<file path="src/rtl/debug_unit_pkg.sv">
// -----------------------------------------------------------------------------
// debug_pkg
// Shared constants and types for the MIPS debug unit:
//   - host command bytes
//   - state encoding shared by the control FSM and the byte serializer
//   - dump frame layout (section lengths, total byte count)
//   - pipeline reset pulse length
//   - default bus widths used by the interface and the top
// -----------------------------------------------------------------------------
package debug_pkg;

    // Default widths
    localparam int NB_REG_DEF       = 32;
    localparam int NB_REG_ADDR_DEF  = 5;
    localparam int NB_DATA_ADDR_DEF = 10;
    localparam int NB_BYTE_DEF      = 8;

    // Host command bytes
    localparam logic [7:0] CMD_RUN  = 8'h52;  // 'R'
    localparam logic [7:0] CMD_STEP = 8'h53;  // 'S'
    localparam logic [7:0] CMD_DUMP = 8'h44;  // 'D'
    localparam logic [7:0] CMD_RST  = 8'h58;  // 'X'

    // IDLE/SEND/ACK/WAIT are also reused by the word serializer.
    // In the control FSM, SEND means "a word is in flight in the serializer".
    typedef enum logic [2:0] {
        IDLE,
        RUN,
        STEP,
        PRST,
        LOAD,
        SEND,
        ACK,
        WAIT
    } state_t;

    // Dump frame layout: PC, cycle count, register file, data-memory window
    localparam int HDR_WORDS      = 2;
    localparam int RF_WORDS       = 32;
    localparam int DM_WORDS       = 32;
    localparam int BYTES_PER_WORD = 4;

    function automatic int frame_bytes(input int rf_words, input int dm_words);
        return BYTES_PER_WORD * (HDR_WORDS + rf_words + dm_words);
    endfunction

    localparam int FRAME_BYTES = frame_bytes(RF_WORDS, DM_WORDS);

    // Pipeline reset pulse length, in clock cycles
    localparam int PRST_CYCLES = 2;

endpackage

</file>
<file path="src/rtl/debug_unit_if.sv">
// -----------------------------------------------------------------------------
// debug_unit_if
// Bundles the UART RX/TX handshake and the pipeline control/readout bus of
// the debug unit. Names keep the debug unit's point of view (i_ = into the
// debug unit, o_ = out of it).
//   master : debug unit side
//   slave  : UART + pipeline side (the testbench in simulation)
// Signals:
//   i_rx_data/i_rx_valid   received byte + one-cycle valid pulse
//   o_tx_data/o_tx_start   byte to transmit + one-cycle start request
//   i_tx_busy              transmitter busy
//   o_pipe_valid           pipeline advance enable
//   o_pipe_reset           pipeline reset, active-low
//   i_halt, i_pc           halt retired flag, current PC
//   o_rf_addr/i_rf_data    register-file debug read port
//   o_dm_addr/i_dm_data    data-memory debug read port
// -----------------------------------------------------------------------------
interface debug_unit_if
    import debug_pkg::*;
#(
    parameter int NB_REG       = NB_REG_DEF,
    parameter int NB_REG_ADDR  = NB_REG_ADDR_DEF,
    parameter int NB_DATA_ADDR = NB_DATA_ADDR_DEF,
    parameter int NB_BYTE      = NB_BYTE_DEF
);
    logic [NB_BYTE-1:0]      i_rx_data;
    logic                    i_rx_valid;
    logic [NB_BYTE-1:0]      o_tx_data;
    logic                    o_tx_start;
    logic                    i_tx_busy;
    logic                    o_pipe_valid;
    logic                    o_pipe_reset;
    logic                    i_halt;
    logic [NB_REG-1:0]       i_pc;
    logic [NB_REG_ADDR-1:0]  o_rf_addr;
    logic [NB_REG-1:0]       i_rf_data;
    logic [NB_DATA_ADDR-1:0] o_dm_addr;
    logic [NB_REG-1:0]       i_dm_data;

    modport master (
        input  i_rx_data, i_rx_valid, i_tx_busy, i_halt, i_pc, i_rf_data, i_dm_data,
        output o_tx_data, o_tx_start, o_pipe_valid, o_pipe_reset, o_rf_addr, o_dm_addr
    );

    modport slave (
        output i_rx_data, i_rx_valid, i_tx_busy, i_halt, i_pc, i_rf_data, i_dm_data,
        input  o_tx_data, o_tx_start, o_pipe_valid, o_pipe_reset, o_rf_addr, o_dm_addr
    );
endinterface

</file>
<file path="src/rtl/debug_unit_word_serializer.sv">
// -----------------------------------------------------------------------------
// debug_word_serializer
// Sends one word to a UART transmitter as bytes, MSB first.
// Ports:
//   i_clock, i_reset  clock, asynchronous active-low reset
//   i_load, i_word    load a word and start sending (accepted only when idle)
//   i_tx_busy         transmitter busy
//   o_tx_start        one-cycle transmit request (never while busy)
//   o_tx_data         byte being requested (top byte of the shift register)
//   o_word_done       one-cycle pulse once the last byte of the word has
//                     been accepted and the transmitter is free again
// -----------------------------------------------------------------------------
module debug_word_serializer
    import debug_pkg::*;
#(
    parameter int NB_WORD = 32,
    parameter int NB_BYTE = 8
) (
    input  logic               i_clock,
    input  logic               i_reset,
    input  logic               i_load,
    input  logic [NB_WORD-1:0] i_word,
    input  logic               i_tx_busy,
    output logic               o_tx_start,
    output logic [NB_BYTE-1:0] o_tx_data,
    output logic               o_word_done
);
    localparam int NB_BYTES = NB_WORD / NB_BYTE;
    localparam int NB_CNT   = (NB_BYTES > 1) ? $clog2(NB_BYTES) : 1;
    localparam logic [NB_CNT-1:0] LAST_BYTE = NB_CNT'(NB_BYTES - 1);
    localparam logic [NB_CNT-1:0] CNT_ONE   = NB_CNT'(1);

    state_t              r_state;
    state_t              w_state_next;
    logic [NB_WORD-1:0]  r_shift;
    logic [NB_WORD-1:0]  w_shift_next;
    logic [NB_CNT-1:0]   r_byte_cnt;
    logic [NB_CNT-1:0]   w_byte_cnt_next;

    always_ff @(posedge i_clock or negedge i_reset) begin
        if (!i_reset) begin
            r_state    <= IDLE;
            r_shift    <= '0;
            r_byte_cnt <= '0;
        end else begin
            r_state    <= w_state_next;
            r_shift    <= w_shift_next;
            r_byte_cnt <= w_byte_cnt_next;
        end
    end

    always_comb begin
        w_state_next    = r_state;
        w_shift_next    = r_shift;
        w_byte_cnt_next = r_byte_cnt;
        o_tx_start      = 1'b0;
        o_word_done     = 1'b0;
        case (r_state)
            IDLE: begin
                if (i_load) begin
                    w_shift_next    = i_word;
                    w_byte_cnt_next = '0;
                    w_state_next    = SEND;
                end
            end
            // Start is qualified by the live busy input so it can never
            // coincide with a busy transmitter.
            SEND: begin
                if (!i_tx_busy) begin
                    o_tx_start   = 1'b1;
                    w_state_next = ACK;
                end
            end
            ACK: begin
                if (i_tx_busy) begin
                    w_state_next = WAIT;
                end
            end
            WAIT: begin
                if (!i_tx_busy) begin
                    w_shift_next = r_shift << NB_BYTE;
                    if (r_byte_cnt == LAST_BYTE) begin
                        o_word_done     = 1'b1;
                        w_byte_cnt_next = '0;
                        w_state_next    = IDLE;
                    end else begin
                        w_byte_cnt_next = r_byte_cnt + CNT_ONE;
                        w_state_next    = SEND;
                    end
                end
            end
            default: w_state_next = IDLE;
        endcase
    end

    assign o_tx_data = r_shift[NB_WORD-1 -: NB_BYTE];

endmodule

</file>
<file path="src/rtl/debug_unit.sv">
// -----------------------------------------------------------------------------
// debug_unit
// Host-side control and readout end of the MIPS pipeline.
//   - Decodes host command bytes in IDLE: R (run to halt), S (single step),
//     D (dump), X (pulse pipeline reset). Bytes outside IDLE are dropped.
//   - Gates the pipeline advance enable and counts advanced cycles
//     (saturating, cleared only by the pipeline-reset command or reset).
//   - Dumps PC, cycle count, R0..Rn and DM[0..m] as bytes, MSB first.
// Ports:
//   i_clock  system clock (same as the pipeline)
//   i_reset  asynchronous, active-low reset
//   bus      debug_unit_if.master: UART RX/TX handshake and pipeline bus
// -----------------------------------------------------------------------------
module debug_unit
    import debug_pkg::*;
#(
    parameter int NB_REG          = NB_REG_DEF,
    parameter int NB_REG_ADDR     = NB_REG_ADDR_DEF,
    parameter int REGFILE_DEPTH   = RF_WORDS,
    parameter int NB_DATA_ADDR    = NB_DATA_ADDR_DEF,
    parameter int DATA_DUMP_WORDS = DM_WORDS,
    parameter int NB_BYTE         = NB_BYTE_DEF
) (
    input  logic         i_clock,
    input  logic         i_reset,
    debug_unit_if.master bus
);
    // Word index within a dump frame: 0 = PC, 1 = count, then RF, then DM
    localparam int NB_IDX = 16;
    localparam logic [NB_IDX-1:0] IDX_PC       = '0;
    localparam logic [NB_IDX-1:0] IDX_RF_FIRST = NB_IDX'(HDR_WORDS);
    localparam logic [NB_IDX-1:0] IDX_RF_LAST  = NB_IDX'(HDR_WORDS + REGFILE_DEPTH - 1);
    localparam logic [NB_IDX-1:0] IDX_DM_FIRST = NB_IDX'(HDR_WORDS + REGFILE_DEPTH);
    localparam logic [NB_IDX-1:0] IDX_LAST     = NB_IDX'(HDR_WORDS + REGFILE_DEPTH + DATA_DUMP_WORDS - 1);
    localparam logic [NB_IDX-1:0] IDX_ONE      = NB_IDX'(1);
    localparam logic [1:0]        PRST_LAST    = 2'(PRST_CYCLES - 1);
    localparam logic [NB_REG_ADDR-1:0]  RF_ONE = NB_REG_ADDR'(1);
    localparam logic [NB_DATA_ADDR-1:0] DM_ONE = NB_DATA_ADDR'(1);
    localparam logic [NB_REG-1:0]       CNT_ONE = NB_REG'(1);

    state_t                  r_state;
    state_t                  w_state_next;
    logic [NB_IDX-1:0]       r_word_idx;
    logic                    r_settle;
    logic [1:0]              r_prst_cnt;
    logic [NB_REG-1:0]       r_cycle_cnt;
    logic [NB_REG-1:0]       r_cnt_snap;
    logic [NB_REG_ADDR-1:0]  r_rf_addr;
    logic [NB_DATA_ADDR-1:0] r_dm_addr;

    logic                    w_pipe_valid;
    logic                    w_pipe_reset;
    logic                    w_ser_load;
    logic                    w_word_done;
    logic [NB_REG-1:0]       w_word;

    // State register
    always_ff @(posedge i_clock or negedge i_reset) begin
        if (!i_reset) begin
            r_state <= IDLE;
        end else begin
            r_state <= w_state_next;
        end
    end

    // Next state and FSM outputs
    always_comb begin
        w_state_next = r_state;
        w_pipe_valid = 1'b0;
        w_pipe_reset = 1'b1;
        w_ser_load   = 1'b0;
        case (r_state)
            IDLE: begin
                if (bus.i_rx_valid) begin
                    case (bus.i_rx_data)
                        CMD_RUN:  w_state_next = RUN;
                        CMD_STEP: w_state_next = STEP;
                        CMD_DUMP: w_state_next = LOAD;
                        CMD_RST:  w_state_next = PRST;
                        default:  w_state_next = IDLE;
                    endcase
                end
            end
            RUN: begin
                w_pipe_valid = !bus.i_halt;
                if (bus.i_halt) begin
                    w_state_next = LOAD;
                end
            end
            STEP: begin
                w_pipe_valid = !bus.i_halt;
                w_state_next = LOAD;
            end
            PRST: begin
                w_pipe_reset = 1'b0;
                if (r_prst_cnt == PRST_LAST) begin
                    w_state_next = IDLE;
                end
            end
            // First LOAD cycle lets the read address settle, second hands
            // the word to the serializer.
            LOAD: begin
                if (r_settle) begin
                    w_ser_load   = 1'b1;
                    w_state_next = SEND;
                end
            end
            SEND: begin
                if (w_word_done) begin
                    w_state_next = (r_word_idx == IDX_LAST) ? IDLE : LOAD;
                end
            end
            default: w_state_next = IDLE;
        endcase
    end

    // Frame word selection. PC is taken live on the frame's first load (the
    // pipeline is frozen from here on); the count uses the copy taken then.
    always_comb begin
        w_word = bus.i_dm_data;
        if (r_word_idx == IDX_PC) begin
            w_word = bus.i_pc;
        end else if (r_word_idx < IDX_RF_FIRST) begin
            w_word = r_cnt_snap;
        end else if (r_word_idx <= IDX_RF_LAST) begin
            w_word = bus.i_rf_data;
        end
    end

    // Datapath registers
    always_ff @(posedge i_clock or negedge i_reset) begin
        if (!i_reset) begin
            r_word_idx  <= '0;
            r_settle    <= 1'b0;
            r_prst_cnt  <= '0;
            r_cycle_cnt <= '0;
            r_cnt_snap  <= '0;
            r_rf_addr   <= '0;
            r_dm_addr   <= '0;
        end else begin
            r_settle   <= (r_state == LOAD) && !r_settle;
            r_prst_cnt <= (r_state == PRST) ? r_prst_cnt + 2'd1 : 2'd0;

            if (r_state == PRST) begin
                r_cycle_cnt <= '0;
            end else if (w_pipe_valid && (r_cycle_cnt != '1)) begin
                r_cycle_cnt <= r_cycle_cnt + CNT_ONE;
            end

            if ((r_state == LOAD) && r_settle && (r_word_idx == IDX_PC)) begin
                r_cnt_snap <= r_cycle_cnt;
            end

            // Advance to the next word's read address once the current word
            // is fully sent; addresses hold at their last value and only
            // return to 0 when the frame ends.
            if (w_word_done) begin
                if (r_word_idx == IDX_LAST) begin
                    r_word_idx <= '0;
                    r_rf_addr  <= '0;
                    r_dm_addr  <= '0;
                end else begin
                    r_word_idx <= r_word_idx + IDX_ONE;
                    if ((r_word_idx >= IDX_RF_FIRST) && (r_word_idx < IDX_RF_LAST)) begin
                        r_rf_addr <= r_rf_addr + RF_ONE;
                    end else if (r_word_idx >= IDX_DM_FIRST) begin
                        r_dm_addr <= r_dm_addr + DM_ONE;
                    end
                end
            end
        end
    end

    debug_word_serializer #(
        .NB_WORD (NB_REG),
        .NB_BYTE (NB_BYTE)
    ) u_serializer (
        .i_clock     (i_clock),
        .i_reset     (i_reset),
        .i_load      (w_ser_load),
        .i_word      (w_word),
        .i_tx_busy   (bus.i_tx_busy),
        .o_tx_start  (bus.o_tx_start),
        .o_tx_data   (bus.o_tx_data),
        .o_word_done (w_word_done)
    );

    assign bus.o_pipe_valid = w_pipe_valid;
    assign bus.o_pipe_reset = w_pipe_reset;
    assign bus.o_rf_addr    = r_rf_addr;
    assign bus.o_dm_addr    = r_dm_addr;

endmodule

</file>
<file path="src/flat_wrapper.sv">
// flat-port wrapper written by rule: the top's interface ports become plain ports
module debug_unit_flat import debug_pkg::*;
#(
    parameter int NB_REG          = NB_REG_DEF,
    parameter int NB_REG_ADDR     = NB_REG_ADDR_DEF,
    parameter int REGFILE_DEPTH   = RF_WORDS,
    parameter int NB_DATA_ADDR    = NB_DATA_ADDR_DEF,
    parameter int DATA_DUMP_WORDS = DM_WORDS,
    parameter int NB_BYTE         = NB_BYTE_DEF
)
  (i_clock, i_reset, bus_i_rx_data, bus_i_rx_valid, bus_i_tx_busy, bus_i_halt, bus_i_pc, bus_i_rf_data, bus_i_dm_data, bus_o_tx_data, bus_o_tx_start, bus_o_pipe_valid, bus_o_pipe_reset, bus_o_rf_addr, bus_o_dm_addr);
  debug_unit_if #(.NB_REG(NB_REG), .NB_REG_ADDR(NB_REG_ADDR), .NB_DATA_ADDR(NB_DATA_ADDR), .NB_BYTE(NB_BYTE)) bus_i ();
  input  logic i_clock;
  input  logic i_reset;
  input wire logic [$bits(bus_i.i_rx_data)-1:0] bus_i_rx_data;
  input wire logic [$bits(bus_i.i_rx_valid)-1:0] bus_i_rx_valid;
  input wire logic [$bits(bus_i.i_tx_busy)-1:0] bus_i_tx_busy;
  input wire logic [$bits(bus_i.i_halt)-1:0] bus_i_halt;
  input wire logic [$bits(bus_i.i_pc)-1:0] bus_i_pc;
  input wire logic [$bits(bus_i.i_rf_data)-1:0] bus_i_rf_data;
  input wire logic [$bits(bus_i.i_dm_data)-1:0] bus_i_dm_data;
  output wire logic [$bits(bus_i.o_tx_data)-1:0] bus_o_tx_data;
  output wire logic [$bits(bus_i.o_tx_start)-1:0] bus_o_tx_start;
  output wire logic [$bits(bus_i.o_pipe_valid)-1:0] bus_o_pipe_valid;
  output wire logic [$bits(bus_i.o_pipe_reset)-1:0] bus_o_pipe_reset;
  output wire logic [$bits(bus_i.o_rf_addr)-1:0] bus_o_rf_addr;
  output wire logic [$bits(bus_i.o_dm_addr)-1:0] bus_o_dm_addr;
  assign bus_i.i_rx_data = bus_i_rx_data;
  assign bus_i.i_rx_valid = bus_i_rx_valid;
  assign bus_i.i_tx_busy = bus_i_tx_busy;
  assign bus_i.i_halt = bus_i_halt;
  assign bus_i.i_pc = bus_i_pc;
  assign bus_i.i_rf_data = bus_i_rf_data;
  assign bus_i.i_dm_data = bus_i_dm_data;
  assign bus_o_tx_data = bus_i.o_tx_data;
  assign bus_o_tx_start = bus_i.o_tx_start;
  assign bus_o_pipe_valid = bus_i.o_pipe_valid;
  assign bus_o_pipe_reset = bus_i.o_pipe_reset;
  assign bus_o_rf_addr = bus_i.o_rf_addr;
  assign bus_o_dm_addr = bus_i.o_dm_addr;
  debug_unit #(.NB_REG(NB_REG), .NB_REG_ADDR(NB_REG_ADDR), .REGFILE_DEPTH(REGFILE_DEPTH), .NB_DATA_ADDR(NB_DATA_ADDR), .DATA_DUMP_WORDS(DATA_DUMP_WORDS), .NB_BYTE(NB_BYTE)) u_core (.i_clock(i_clock), .i_reset(i_reset), .bus(bus_i));
endmodule
</file>
<file path="config.mk">
export PLATFORM = sky130hd
export DESIGN_NAME = debug_unit_flat
export DESIGN_NICKNAME = d
export VERILOG_FILES = /design/src/rtl/debug_unit_pkg.sv /design/src/rtl/debug_unit_if.sv /design/src/rtl/debug_unit_word_serializer.sv /design/src/rtl/debug_unit.sv /design/src/flat_wrapper.sv
export SDC_FILE = /design/constraint.sdc
export NUM_CORES = 1
export LEC_CHECK = 0
export BUFFER_PORTS_ARGS = -buffer_cell sky130_fd_sc_hd__buf_4
export CAP_MARGIN = 0
export CORE_UTILIZATION = 58
export DETAILED_ROUTE_END_ITERATION = 12
export PLACE_DENSITY = 0.83
export SLEW_MARGIN = 0
export SYNTH_ARGS = -nofsm -noshare
export SYNTH_HDL_FRONTEND = slang
export SYNTH_HIERARCHICAL = 1
export SYNTH_SLANG_ARGS = --single-unit
</file>
<file path="constraint.sdc">
create_clock -name i_clock -period 6 [get_ports i_clock]
set_input_delay 0.3 -clock i_clock [delete_from_list [all_inputs] [get_ports i_clock]]
set_output_delay 0.3 -clock i_clock [all_outputs]
set_load 0.02 [all_outputs]
</file>
## Word level (Yosys, flattened, before mapping)

Index checks and enable logic that the tools add are counted.

| cells by class | value |
|---|---|
| $add $sub $neg | 6 |
| order comparisons | 5 |
| equal/unequal tests | 26 |
| muxes and demuxes | 42 |
| reductions and logical operators | 20 |

Operators by type and width:

| operator | count |
|---|---|
| 32-bit two-way mux | 7 |
| 32-bit one-hot mux with 2 select lines | 1 |
| 3-bit two-way mux | 11 |
| 32-bit by 1-bit adder with 32-bit output, second input constant | 1 |
| 8-bit by 7-bit == test with 1-bit output, second input constant | 4 |
| 32-bit inequality test, second input constant | 1 |
| 10-bit two-way mux | 3 |
| 3-bit one-hot mux with 4 select lines | 2 |
| 3-bit one-hot mux with 6 select lines | 1 |
| 16-bit by 1-bit adder with 16-bit output, second input constant | 1 |
| 16-bit by 7-bit == test with 1-bit output, second input constant | 1 |
| 16-bit by 2-bit >= comparator with 1-bit output, second input constant | 1 |
| 16-bit by 6-bit >= comparator with 1-bit output, second input constant | 1 |
| 16-bit by 6-bit less-or-equal comparator with 1-bit output, second input constant | 1 |
| 16-bit zero test | 1 |
| 16-bit by 2-bit < comparator with 1-bit output, second input constant | 1 |
| 16-bit by 6-bit < comparator with 1-bit output, second input constant | 1 |
| 16-bit two-way mux | 1 |
| 3-bit == test, second input constant | 5 |
| 2-bit inequality test, second input constant | 7 |
| 10-bit by 1-bit adder with 10-bit output, second input constant | 1 |
| 5-bit two-way mux | 2 |
| 1-bit two-way mux | 9 |
| 2-bit two-way mux | 4 |
| 17 further kinds | 31 |

| word-level totals | value |
|---|---|
| register bits after elaboration | 138 |
| bits of input ports | 109 |
| output and inout port bits | 26 |
| logic and storage cells | 110 |

## Depth between registers and ports, before layout

| logic depth | value |
|---|---|
| depth after elaboration | 6 |
| depth in mapped cells | 11 |

## Cells and area by module

The synthesis kept the hierarchy.

Modules (own cells, without submodules):

| module | instances | cells an instance | area each (um^2) | sequential area each (um^2) |
|---|---|---|---|---|
| debug_unit | 1 | 640 | 6,219.7 | 2,527.4 |
| debug_word_serializer | 1 | 175 | 1,825.5 | 925.9 |

## Least setup slack after synthesis

OpenSTA, ideal clock, no wires.

| timing path | value |
|---|---|
| kind | register -> register |
| start | register u_core.r_word_idx[9] |
| end | register u_core.u_serializer.r_shift[12] |
| arrival | 2.315 ns |
| setup slack | 3.553 ns |
| cell stages (with the launch flop) | 10 |
| buffers on the path | 2 |
| period minus slack after synthesis | 2.447 ns |
| path through | dfrtp_1 -> or4_4 -> or4_4 -> buf_6 -> clkbuf_2 -> or2_0 -> mux2i_1 -> a21oi_1 -> mux2i_1 -> o21ai_1 |

| between the ends | value |
|---|---|
| cells in the longest elaborated chain, start to end | 6 |

Ends and longest elaborated chain:

| item | RTL line | source |
|---|---|---|
| from (decl) | debug_unit.sv:43 | `logic [NB_IDX-1:0] r_word_idx;` |
| from (signal assigned) | debug_unit.sv:163 | `r_word_idx <= r_word_idx + IDX_ONE;` |
| 16-bit by 6-bit less-or-equal comparator with 1-bit output | debug_unit.sv:125 | `end else if (r_word_idx <= IDX_RF_LAST) begin` |
| 32-bit two-way mux | debug_unit.sv:125 |  |
| 32-bit two-way mux | debug_unit.sv:123 | `end else if (r_word_idx < IDX_RF_FIRST) begin` |
| 32-bit two-way mux (*) | debug_unit.sv:121 | `if (r_word_idx == IDX_PC) begin` |
| net u_core.w_word[12] | debug_unit.sv:55 | `logic [NB_REG-1:0] w_word;` |
| 32-bit two-way mux (*) | debug_unit_word_serializer.sv:60 | `if (i_load) begin` |
| 32-bit one-hot mux with 2 select lines (*) | debug_unit_word_serializer.sv:58 | `case (r_state)` |
| to (signal assigned) | debug_unit_word_serializer.sv:47 | `r_shift <= w_shift_next;` |
| to (decl) | debug_unit_word_serializer.sv:35 | `logic [NB_WORD-1:0] r_shift;` |

The timed path passes the listed nets; every way through them passes the cells marked *. The select of a mux whose other input is x is not followed.
A chain may end at the register's enable or synchronous reset.

## Final worst setup path

| timing path | value |
|---|---|
| start | register u_core.r_word_idx[9] |
| end | register u_core.u_serializer.r_shift[3] |

The elaborated chain is that of the path after synthesis.

==> key figures <==
Run status
  – Outcome: finished, final reports clean

Placed design
  – Placement Cell Area: 0.00901 mm2
  – Placer congestion estimate: 0.927
  – Post-DP HPWL: 13.9 mm
  – Buffers on Ports: around 130

Critical path
  – Peak fanout along the critical path: 34
  – Kind of end point of the critical path: flop
  – Cell at the slowest stage of the critical path: sky130_fd_sc_hd__and2_2
  – Ordered cell list for the critical path: or4_4 -> nor3_1 -> buf_4 -> and2_2 -> nor2_2 -> buf_4 -> a21oi_1 -> nand2_1 -> o21ai_0
  – Required time of the worst setup path: 6.33 ns
  – CP max stage delay: 0.83 ns
  – Cell seen most often among critical-path stages: sky130_fd_sc_hd__buf_4
  – Largest delay contributor family on the critical path: simple AND/OR/NAND/NOR gates
  – Arrival time of the worst setup path: 3.73 ns
  – Worst path buffer plus inverter count: 2
  – Crit path kind: reg -> reg
  – Startpoint type of the worst setup path: flop

Floorplan
  – Core Box Area: 0.0134 mm2
  – # IOs: 135
  – Die extent in y: 120 um
  – Row cnt: 42
  – Die Area: 0.0143 mm2
  – Starting density of the core: 60.0%
  – Width of the chip: 120 um

Clocking
  – TritonCTS buffer count: 17
  – # clock sinks: between 100 and 150
  – Latest clock arrival within the worst-skew pair: 0.42 ns
  – Clock slew at reported path FFs: 0.06 ns
  – CTS HTree Levels: 4
  – Clock tree from TritonCTS: done
  – Clk root buf: sky130_fd_sc_hd__clkbuf_16
  – Maximum clock insertion buffer count: 2

GRT
  – Largest net degree at the start of global routing: 78
  – GRT Resource Usage Total: 28.5%
  – First-pass GRT wire length: 31.5 mm
  – Antenna violations before repair: 0
  – Overall overflow remaining after global route: 0
  – Vias in the first global route: 6208

Synth
  – Most used standard cell by instance count after synthesis: sky130_fd_sc_hd__dfrtp_1
  – Cell area after synthesis: 0.00805 mm2
  – Synth Net Count: between 900 and 1000
  – Top cells by count, synth: sky130_fd_sc_hd__dfrtp_1, sky130_fd_sc_hd__mux2i_1, sky130_fd_sc_hd__nand2_1
  – Post-synthesis area per instance: 9.87 um2
  – Share of synthesized registers carrying an async set or reset: 100%
  – Number of synthesized flops with an enable pin: 0
  – Flops & latches, synth: 138
  – Most used flip-flop cell after synthesis: sky130_fd_sc_hd__dfrtp_1
  – Main area contributors after synthesis: sky130_fd_sc_hd__dfrtp_1, sky130_fd_sc_hd__mux2i_1, sky130_fd_sc_hd__mux2_2
  – Syn Inst Count: 815
  – Proportion of synthesized chip area in sequential cells: 42.9%
  – Syn. warnings: 6
  – Cell type contributing the most total cell area after synthesis: sky130_fd_sc_hd__dfrtp_1
  – Synth unique cells: 73
  – Share of the synthesized area in the top cell type: 42.9%

Power and ir drop
  – Portion of total power attributed to sequential cells: 40.9%
  – Portion of total power attributed to combinational logic: approximately 6.7%
  – Int Pwr: 1.92 mW
  – Net load switching power: between 0.4 and 0.5 mW
  – Total power divided by cell area: 248 mW/mm2
  – Worst IR drop on VDD: around 150 uV
  – Power share of the clock group: a little over half
  – Switching power share of the total: roughly 20%
  – Standby leakage power: 4.50 nW

Route
  – Drt pass-1 iters: 5
  – DRC violations left: 0
  – Post-Route WL: ~20 mm
  – Final antenna-violating net count: 0
  – Via count of the routed design: approximately 6600
  – Vias per std cell: 5.94
  – Detailed router's first-iteration violation count: 567
  – Average wire per standard cell: 17.9 um

Final layout
  – Area of all placed cells without fillers: between 0.009 and 0.01 mm2
  – Share of cells above drive strength 1: 24.3%
  – Area growth, synth to finish: 21.0%
  – Antenna diode count: 0
  – Fill count: 981
  – Number of nets in the layout: 1040

Timing
  – Max-slew headroom: 32.9%
  – Highest Clock Rate: 0.294 GHz
  – Total Negative Setup Slacks: 0 ns
  – Slew at the pin with the worst max-slew slack: approximately 1.0 ns
  – Max-slew violation count: 0
  – Final-report setup violation count: 0
  – Final setup skew: 0.00694 ns
  – Final-report hold violation count: 0
  – Ratio of final minimum period to clock period: 56.7%
  – Shortest clock period the worst path allows after layout: ~3.4 ns
  – Unrepaired setup endpoints after global routing: no

Run
  – Max-cap viol count: 0

Min path
  – Classification of the worst-slack hold path: in -> reg
-- stage by stage --
step	power [mW]	hold slack, ns	cells	setup slack, ns	utilization (%)
5_1_grt	2.49	0.129	1111	2.44	72.7
2_1_floorplan	1.07	0.00441	815	3.55	-
3_3_place_gp	1.16	0.425	1078	2.78	67.3
3_5_place_dp	1.16	0.431	1078	2.74	67.3
4_1_cts	2.43	0.122	1111	2.66	72.7
6_report	2.41	0.132	1111	2.60	72.7
-- worst reg2reg max path, cell delays in order (launching register included) --
cell and delay, ns:
sky130_fd_sc_hd__dfrtp_1 0.46, sky130_fd_sc_hd__or4_4 0.59, sky130_fd_sc_hd__nor3_1 0.20, sky130_fd_sc_hd__buf_4 0.21
sky130_fd_sc_hd__and2_2 0.84, sky130_fd_sc_hd__nor2_2 0.23, sky130_fd_sc_hd__buf_4 0.30, sky130_fd_sc_hd__a21oi_1 0.22
sky130_fd_sc_hd__nand2_1 0.09, sky130_fd_sc_hd__o21ai_0 0.19
-- registers in the layout, indices dropped and copies added, names as in the netlist --
register and cells:
u_core/bus.o_dm_addr 10, u_core/bus.o_rf_addr 5, u_core/r_cnt_snap 32, u_core/r_cycle_cnt 32, u_core/r_prst_cnt 2, u_core/r_settle 1, u_core/r_state 3, u_core/r_word_idx 16
u_core/u_serializer/r_byte_cnt 2, u_core/u_serializer/r_shift 32, u_core/u_serializer/r_state 3
-- power by group through the flow --
stage	registers, mW	logic [mW]	clock network, mW
floorplan	0.995	0.0712	0
global route	0.990	0.177	1.32
detailed placement	1.00	0.161	0
CTS	0.986	0.163	1.28
finish	0.987	0.162	1.26
global placement	1.00	0.157	0
-- layout by cell type (no fill, tap or decap), types with 27 or more instances in the layout --
| master | instances |
|---|---|
| sky130_fd_sc_hd__a21oi_1 | 58 |
| sky130_fd_sc_hd__buf_4 | 141 |
| sky130_fd_sc_hd__dfrtp_1 | 138 |
| sky130_fd_sc_hd__mux2_2 | 32 |
| sky130_fd_sc_hd__mux2i_1 | 93 |
| sky130_fd_sc_hd__nand2_1 | 81 |
| sky130_fd_sc_hd__nand4_1 | 27 |
| sky130_fd_sc_hd__nor2_1 | 30 |
| sky130_fd_sc_hd__o21ai_0 | 27 |
| sky130_fd_sc_hd__o21ai_1 | 30 |
| sky130_fd_sc_hd__or2_0 | 30 |
-- cell families after synthesis --
logic type / count (synthesis) / share of synthesized area (%)
adders and majority gates: 9 / 1.40
xor gates and xnor gates: 22 / 2.40
and+or+nand+nor: 290 / 20.3
muxes: 126 / 16.2
AOI/OAI and AO/OA: 161 / 12.1
buffers and inverters: 69 / 4.68
DFF: 138 / 42.9
-- final timing paths --
path	from	to	slack, ns	depth (start not counted)
max in group asynchronous	i_reset	u_core/r_cycle_cnt[18]	4.04	3
worst min register to register	u_core/r_prst_cnt[0]	u_core/r_prst_cnt[0]	0.44	1
min in group asynchronous	i_reset	u_core/bus.o_dm_addr[8]	0.51	2
worst max register to register	u_core/r_word_idx[9]	u_core/u_serializer/r_shift[3]	2.60	9
worst min-delay path	bus_i_tx_busy	u_core/u_serializer/r_byte_cnt[0]	0.13	2
worst max-delay path	u_core/r_word_idx[9]	u_core/u_serializer/r_shift[3]	2.60	9
-- repair_timing --
| item | in CTS | in global routing |
|---|---|---|
| setup buffers | 0 | 0 |
| endpoints found under the hold margin | 61 | 0 |
| gates resized for setup | 0 | 0 |
| hold buffers | 1 | 0 |
-- layout make-up --
| type | count | area [um2] | area share [%] |
|---|---|---|---|
| clock inverter | 12 | 268 | 2.75 |
| sequential | 138 | 3450 | 35.5 |
| inverter | 15 | 56.3 | 0.578 |
| tap | 176 | 220 | 2.26 |
| timing repair buffer | 142 | 1070 | 11.0 |
| multi-input combinational | 608 | 4230 | 43.4 |
| clock buffer | 20 | 447 | 4.59 |
-- metal layers --
layer | track usage, % | vias to the layer above | wire length (um)
li1 | - | 3198 | -
met1 | 38.6 | 3135 | 8570
met2 | 45.0 | 224 | 9580
met3 | 4.61 | 46 | 1080
met4 | 13.2 | 0 | 658
met5 | 0 | - | 0
Power figures use the tool's default switching activity.
